--- src/rtl/mem_arb_pkg.sv ---
// Shared types and encodings for the two-cache memory port arbiter.
// Used by mem_arb_pick and mem_port_arbiter.
package mem_arb_pkg;

    localparam logic [1:0] RW_IDLE  = 2'b00;
    localparam logic [1:0] RW_READ  = 2'b01;
    localparam logic [1:0] RW_WRITE = 2'b10;

    localparam logic PORT_D = 1'b0;
    localparam logic PORT_I = 1'b1;

    typedef enum logic {
        ARB_IDLE  = 1'b0,
        ARB_ISSUE = 1'b1
    } arb_state_t;

    // The cache never legitimately sends 2'b11; treat it as a write so memory sees one operation.
    function automatic logic [1:0] norm_flag(input logic [1:0] flag);
        return flag[1] ? RW_WRITE : flag;
    endfunction

endpackage

--- src/rtl/mem_arb_pick.sv ---
// Combinational winner selection between dcache (port 0) and icache (port 1).
// Define MEM_ARB_ROUND_ROBIN_EN to alternate on contention; default is fixed dcache priority.
module mem_arb_pick
    import mem_arb_pkg::*;
(
    input  logic [1:0] active,
    input  logic       last_grant,
    output logic       grant_valid,
    output logic       grant_idx
);

`ifdef MEM_ARB_ROUND_ROBIN_EN
    always_comb begin
        grant_valid = |active;
        grant_idx   = PORT_D;
        if (&active) begin
            grant_idx = ~last_grant;
        end else if (active[1]) begin
            grant_idx = PORT_I;
        end
    end
`else
    logic last_grant_unused;
    assign last_grant_unused = last_grant;

    always_comb begin
        grant_valid = |active;
        grant_idx   = PORT_D;
        if (!active[0] && active[1]) begin
            grant_idx = PORT_I;
        end
    end
`endif

endmodule

--- src/rtl/mem_port_arbiter.sv ---
// Shares one memory port between dcache (port 0) and icache (port 1), one whole transaction at a time.
// Arbitration mode follows MEM_ARB_ROUND_ROBIN_EN (see mem_arb_pick).
module mem_port_arbiter
    import mem_arb_pkg::*;
#(
    parameter int ADDR_W = 32,
    parameter int DATA_W = 32,
    parameter int MASK_W = DATA_W / 8
) (
    input  logic                  clk,
    input  logic                  rst,
    input  logic [3:0]            req_rw_flag_i,
    input  logic [2*ADDR_W-1:0]   req_addr_i,
    input  logic [2*DATA_W-1:0]   req_w_data_i,
    input  logic [2*MASK_W-1:0]   req_w_mask_i,
    output logic [2*DATA_W-1:0]   req_r_data_o,
    output logic [1:0]            req_busy_o,
    output logic [1:0]            req_done_o,
    output logic [1:0]            mem_rw_flag_o,
    output logic [ADDR_W-1:0]     mem_addr_o,
    output logic [DATA_W-1:0]     mem_w_data_o,
    output logic [MASK_W-1:0]     mem_w_mask_o,
    input  logic [DATA_W-1:0]     mem_r_data_i,
    input  logic                  mem_busy_i,
    input  logic                  mem_done_i,
    output logic                  dbg_state
);

    // Requester protocol: a non-zero rw_flag is the request (valid); flag, addr, data and mask
    // stay stable until the one-cycle req_done_o pulse (ready+response), after which the
    // requester drops or replaces the request on the following edge.

    arb_state_t state;
    logic       grant;
    logic       last_grant;

    logic [1:0]        active;
    logic              grant_valid;
    logic              grant_idx;
    logic              done_now;
    logic [1:0]        sel_flag;
    logic [ADDR_W-1:0] sel_addr;
    logic [DATA_W-1:0] sel_data;
    logic [MASK_W-1:0] sel_mask;

    assign active = {|req_rw_flag_i[3:2], |req_rw_flag_i[1:0]};

    mem_arb_pick u_pick (
        .active      (active),
        .last_grant  (last_grant),
        .grant_valid (grant_valid),
        .grant_idx   (grant_idx)
    );

    always_comb begin
        sel_flag = req_rw_flag_i[1:0];
        sel_addr = req_addr_i[ADDR_W-1:0];
        sel_data = req_w_data_i[DATA_W-1:0];
        sel_mask = req_w_mask_i[MASK_W-1:0];
        if (grant_idx == PORT_I) begin
            sel_flag = req_rw_flag_i[3:2];
            sel_addr = req_addr_i[2*ADDR_W-1:ADDR_W];
            sel_data = req_w_data_i[2*DATA_W-1:DATA_W];
            sel_mask = req_w_mask_i[2*MASK_W-1:MASK_W];
        end
    end

    always_ff @(posedge clk) begin
        if (rst) begin
            state         <= ARB_IDLE;
            grant         <= PORT_D;
            last_grant    <= PORT_I;
            mem_rw_flag_o <= RW_IDLE;
            mem_addr_o    <= '0;
            mem_w_data_o  <= '0;
            mem_w_mask_o  <= '0;
        end else begin
            case (state)
                ARB_IDLE: begin
                    if (!mem_busy_i && grant_valid) begin
                        grant         <= grant_idx;
                        mem_rw_flag_o <= norm_flag(sel_flag);
                        mem_addr_o    <= sel_addr;
                        mem_w_data_o  <= sel_data;
                        mem_w_mask_o  <= sel_mask;
                        state         <= ARB_ISSUE;
                    end else begin
                        mem_rw_flag_o <= RW_IDLE;
                    end
                end
                ARB_ISSUE: begin
                    // Downstream fields stay latched; requester changes are ignored here.
                    if (mem_done_i) begin
                        mem_rw_flag_o <= RW_IDLE;
                        last_grant    <= grant;
                        state         <= ARB_IDLE;
                    end
                end
                default: begin
                    state <= ARB_IDLE;
                end
            endcase
        end
    end

    // A reset edge abandons the transaction, so no completion may be reported in that cycle.
    assign done_now     = (state == ARB_ISSUE) && mem_done_i && !rst;
    assign req_done_o   = done_now ? ((grant == PORT_I) ? 2'b10 : 2'b01) : 2'b00;
    assign req_busy_o   = rst ? 2'b00 : (active & ~req_done_o);
    assign req_r_data_o = {2{mem_r_data_i}};
    assign dbg_state    = state;

endmodule

--- config.mk ---
export PLATFORM = sky130hd
export DESIGN_NAME = mem_port_arbiter
export DESIGN_NICKNAME = d
export VERILOG_FILES = /design/src/rtl/mem_arb_pkg.sv /design/src/rtl/mem_arb_pick.sv /design/src/rtl/mem_port_arbiter.sv
export SDC_FILE = /design/constraint.sdc
export NUM_CORES = 1
export LEC_CHECK = 0
export CORE_ASPECT_RATIO = 1.5
export CORE_MARGIN = 8
export CORE_UTILIZATION = 31
export DETAILED_ROUTE_END_ITERATION = 16
export PLACE_DENSITY = 0.83
export SETUP_SLACK_MARGIN = 0.15
export SYNTH_ARGS = -nofsm -noshare
export SYNTH_HDL_FRONTEND = slang
export SYNTH_SLANG_ARGS = --single-unit
--- constraint.sdc ---
create_clock -name clk -period 1.7 [get_ports clk]
set_clock_uncertainty 0.15 [all_clocks]
set_input_delay 0.51 -clock clk [delete_from_list [all_inputs] [get_ports clk]]
set_output_delay 0.51 -clock clk [all_outputs]
set_load 0.1 [all_outputs]
==> results_tabular.tex <==
\begin{tabular}{lr}
\hline
Metric & Value \\
\hline
\multicolumn{2}{l}{\textbf{Layout}} \\
\quad Number of fill cells in the layout & 832 \\
\quad Post-Route Utilization & 72.9\% \\
\quad Fin nets & 969 \\
\quad Layout overhead on the synthesized area & 130\% \\
\quad Layout cell share with drive strength beyond 1 & 49.7\% \\
\multicolumn{2}{l}{\textbf{Clock network}} \\
\quad Number of levels the H-tree was split into & 3 \\
\quad Root buffer cell & sky130\_fd\_sc\_hd\_\_clkbuf\_16 \\
\quad Clock tree from TritonCTS & done \\
\quad Clock buffers created by TritonCTS & 9 \\
\quad Clock slew at the register clock pins of the worst setup and hold paths & around 50 ps \\
\quad Number of buffers between clock root and the deepest sink & 2 \\
\quad Hold buffers post-CTS & 0 \\
\quad Clock network latency to the later pin of the worst-skew pair & between 300 and 400 ps \\
\quad Total clock sinks & 72 \\
\multicolumn{2}{l}{\textbf{Power and ir drop}} \\
\quad Net Sw Frac & 38.8\% \\
\quad Power density over the cells & 779 nW/µm² \\
\quad Post-layout total power & 7.39 mW \\
\quad Part of the total power dissipated in combinational logic & between 40 and 50\% \\
\quad Sequential fraction of design power & 27.7\% \\
\quad Leakage & about 3.6 nW \\
\quad Internal Dissipation & 4.52 mW \\
\quad Maximum ir drop on the vdd rail & 0.531 mV \\
\quad Sw power & between 2 and 3 mW \\
\quad Clock power frac & 25.3\% \\
\multicolumn{2}{l}{\textbf{Critical path}} \\
\quad Setup crit start kind & flip-flop \\
\quad Critical Path End Type & output port \\
\quad Internal reg-to-reg setup slack & -70 ps \\
\quad CP Class & reg -> out \\
\quad Slowest library cell on the worst path & sky130\_fd\_sc\_hd\_\_dfxtp\_4 \\
\quad CP top delay family & simple AND/OR/NAND/NOR gates \\
\quad Crit Reg-Reg Startpoint & dbg\_state \\
\quad Peak fanout along the critical path & 2 \\
\quad Slowest Stage Delay on Critical Path & between 300 and 400 ps \\
\quad Cell breakdown of the critical path & nand2\_4, nor3b\_4, nor3\_4, buf\_12 \\
\quad Worst EP arrival & approximately 1300 ps \\
\quad Required time at the endpoint of the critical path & 1040 ps \\
\quad Number of cells on the worst reg-to-reg path & 8 \\
\quad Endpoint of the worst register-to-register path & mem\_w\_data\_o[6] \\
\quad Combined buffer and inverter count along the critical path & 1 \\
\multicolumn{2}{l}{\textbf{Logic synthesis}} \\
\quad Netlist area before placement & 4120 µm² \\
\quad Part of the Yosys area used for sequential elements & between 30\% and 40\% \\
\quad Avg Synthesized Cell Area & 7.43 µm² \\
\quad Flops \& latches, synth & 72 \\
\quad Warnings from Yosys & 0 \\
\quad Number of nets in the synthesized netlist & 731 \\
\quad Number of distinct library cells after synthesis & 20 \\
\quad Synthesized instance count & 555 \\
\multicolumn{2}{l}{\textbf{Hold path}} \\
\quad Hold path endpoint & mem\_rw\_flag\_o[0] \\
\quad HP Start & mem\_rw\_flag\_o[0] \\
\quad Min-delay worst type & reg -> reg \\
\quad Hold depth & 2 \\
\multicolumn{2}{l}{\textbf{Route}} \\
\quad Starting DRT DRC Count & 241 \\
\quad Total vias in the final route & 5449 \\
\quad Via/cell ratio & 5.68 \\
\quad Count of unresolved DRC violations after routing & 0 \\
\quad Total wire length after detailed routing & 23400 µm \\
\quad Post-detailed-route wirelength per cell & 24.4 µm \\
\quad Router iterations before antenna repair & 4 \\
\quad Remaining antenna violation count after routing & 0 \\
\multicolumn{2}{l}{\textbf{STA}} \\
\quad Share of the cycle needed by the critical path after routing & 115\% \\
\quad Setup violators final & 28 \\
\quad Worst-margin pin slew & 577 ps \\
\quad Max Fclk & a little over 500 MHz \\
\quad Crit path time final & 1950 ps \\
\quad Final-report max-slew violation count & 0 \\
\quad Final Hold Viols & 0 \\
\quad Minimum hold slack & 326 ps \\
\quad Max-slew headroom at the worst pin & around three fifths \\
\quad Setup repair after global routing missed its margin & yes \\
\quad Crit path setup slack, layout & -255 ps \\
\multicolumn{2}{l}{\textbf{Global route}} \\
\quad Overall fraction of global-route tracks in use & 24.7\% \\
\quad Pin count of the biggest net entering global routing & 35 \\
\quad Global route overflow & 0 \\
\quad Vias in the first global route & 5540 \\
\quad First-pass GRT wire length & 31600 µm \\
\quad Antenna violations before repair & 2 \\
\multicolumn{2}{l}{\textbf{Floorplan}} \\
\quad Effective utilization at floorplan & 31.7\% \\
\quad Area enclosed by the die boundary & between 15000 and 20000 µm² \\
\quad Area of the core region & 13000 µm² \\
\quad IO Pins & between 300 and 400 \\
\quad Placement Rows & 51 \\
\quad Die width & 110 µm \\
\quad Die height & 157 µm \\
\multicolumn{2}{l}{\textbf{Placement}} \\
\quad Port-buffer cells & 218 \\
\quad Routability-driven placement congestion ratio & 0.801 \\
\quad DP HPWL & 13000 µm \\
\multicolumn{2}{l}{\textbf{Flow run}} \\
\quad Number of violations of the max-capacitance limit & 0 \\
\multicolumn{2}{l}{\textbf{Outcome}} \\
\quad Outcome & finished, violations left \\
\quad Failing checks & setup timing \\
\hline
\end{tabular}
-- placed cells by master, fill, tap and decap left out, drive strengths merged --
cell type	instances
buf	203
nor2	141
clkdlybuf4s50	136
a21oi	72
dfxtp	72
o21ai	70
a2111oi	68
clkbuf	15
nor3	4
nor2b	3
clkinv	3
or2	3
nand2	3
diode	2
nor3b	1
or4	1
o21a	1
bufinv	1
bufbuf	1
-- worst reg2reg max path, cell delays in order (launching register included) --
cell and delay [ps]:
sky130_fd_sc_hd__dfxtp_4 350, sky130_fd_sc_hd__buf_4 160, sky130_fd_sc_hd__nor2_4 120, sky130_fd_sc_hd__buf_12 120, sky130_fd_sc_hd__buf_12 120, sky130_fd_sc_hd__buf_4 130
sky130_fd_sc_hd__buf_16 120, sky130_fd_sc_hd__nor2_1 60, sky130_fd_sc_hd__a2111oi_2 320
-- power groups by stage --
stage,logic [mW],registers (mW),clock network (mW)
final,3.47,2.05,1.87
after global routing,3.58,2.07,1.98
after CTS,3.19,2.07,1.91
after detailed placement,2.71,2.11,0
after global placement,2.68,2.10,0
after floorplan,1.17,3.08,0
-- per-layer routing --
layer / vias to the layer above / global-route usage [%] / routed length [µm]
met4: 0 / 21.8 / 1990
met3: 139 / 6.84 / 1920
met2: 279 / 41.5 / 11900
met5: - / 0 / 0
met1: 2609 / 23.9 / 7600
li1: 2422 / - / -
-- stage by stage --
stage	setup WS, ps	setup TNS [ps]	instance area [µm²]	instances
2_1_floorplan	-865	-4530	4330	555
3_3_place_gp	-620	-42000	7050	848
3_5_place_dp	-734	-46350	7050	848
4_1_cts	-296	-1770	8750	924
5_1_grt	-316	-3740	9480	959
6_report	-255	-1640	9480	959
-- cell usage after synthesis --
master	number	area, µm²
sky130_fd_sc_hd__a21oi_2	1	8.76
sky130_fd_sc_hd__nor2_2	3	18.8
sky130_fd_sc_hd__a21oi_1	71	355
sky130_fd_sc_hd__buf_1	1	3.75
sky130_fd_sc_hd__o21a_1	1	7.51
sky130_fd_sc_hd__nor2b_1	3	18.8
sky130_fd_sc_hd__clkbuf_1	27	101
sky130_fd_sc_hd__buf_6	2	22.5
sky130_fd_sc_hd__nor3b_1	1	7.51
sky130_fd_sc_hd__nor3_1	4	20.0
sky130_fd_sc_hd__o21ai_0	70	350
sky130_fd_sc_hd__dfxtp_1	72	1440
sky130_fd_sc_hd__nor2_1	138	518
sky130_fd_sc_hd__or4_1	1	7.51
sky130_fd_sc_hd__buf_4	69	518
sky130_fd_sc_hd__or2_1	2	12.5
sky130_fd_sc_hd__nand2_1	3	11.3
sky130_fd_sc_hd__a2111oi_0	58	508
sky130_fd_sc_hd__buf_2	18	90.1
sky130_fd_sc_hd__a2111oi_1	10	100
-- area by class of cell --
class	count	area, µm²	share of cell area (%)
timing repair buffer	343	4710	49.7
multi-input combinational	367	2620	27.6
sequential	72	1670	17.6
clock buffer	12	236	2.49
tap	159	199	2.10
clock inverter	4	45.0	0.475
antenna	2	5.00	0.0528
-- kinds of logic after synthesis --
group / after synthesis / share of synthesized area, %
buffers and inverters: 117 / 17.9
flip-flops: 72 / 35.0
AO/OA/AOI/OAI: 211 / 32.3
AND/OR/NAND/NOR: 155 / 14.9
-- repair_timing --
item                       CTS  global route
setup endpoints to repair   93           126
gates resized for setup    180           141
cloned                      22             3
setup buffers               38            30
pin swaps                   44            33
-- sequential cells by signal (all words and copies together), names as in the netlist --
| name | flops |
|---|---|
| grant | 1 |
| mem_w_data_o | 32 |
| dbg_state | 1 |
| mem_addr_o | 32 |
| mem_rw_flag_o | 2 |
| mem_w_mask_o | 4 |
-- how the worst max path moves through the flow --
stage                      from          endpoint  slack, ps  cells after the start
2_1_floorplan         dbg_state     req_busy_o[1]       -870                      3
3_3_place_gp         mem_done_i     req_busy_o[1]       -620                      5
3_5_place_dp   req_rw_flag_i[3]  mem_w_data_o[28]       -730                      5
4_1_cts               dbg_state     req_busy_o[1]       -300                      4
5_1_grt               dbg_state     req_busy_o[1]       -320                      4
6_report              dbg_state     req_busy_o[1]       -250                      4
(Power assumes the default switching activity.)
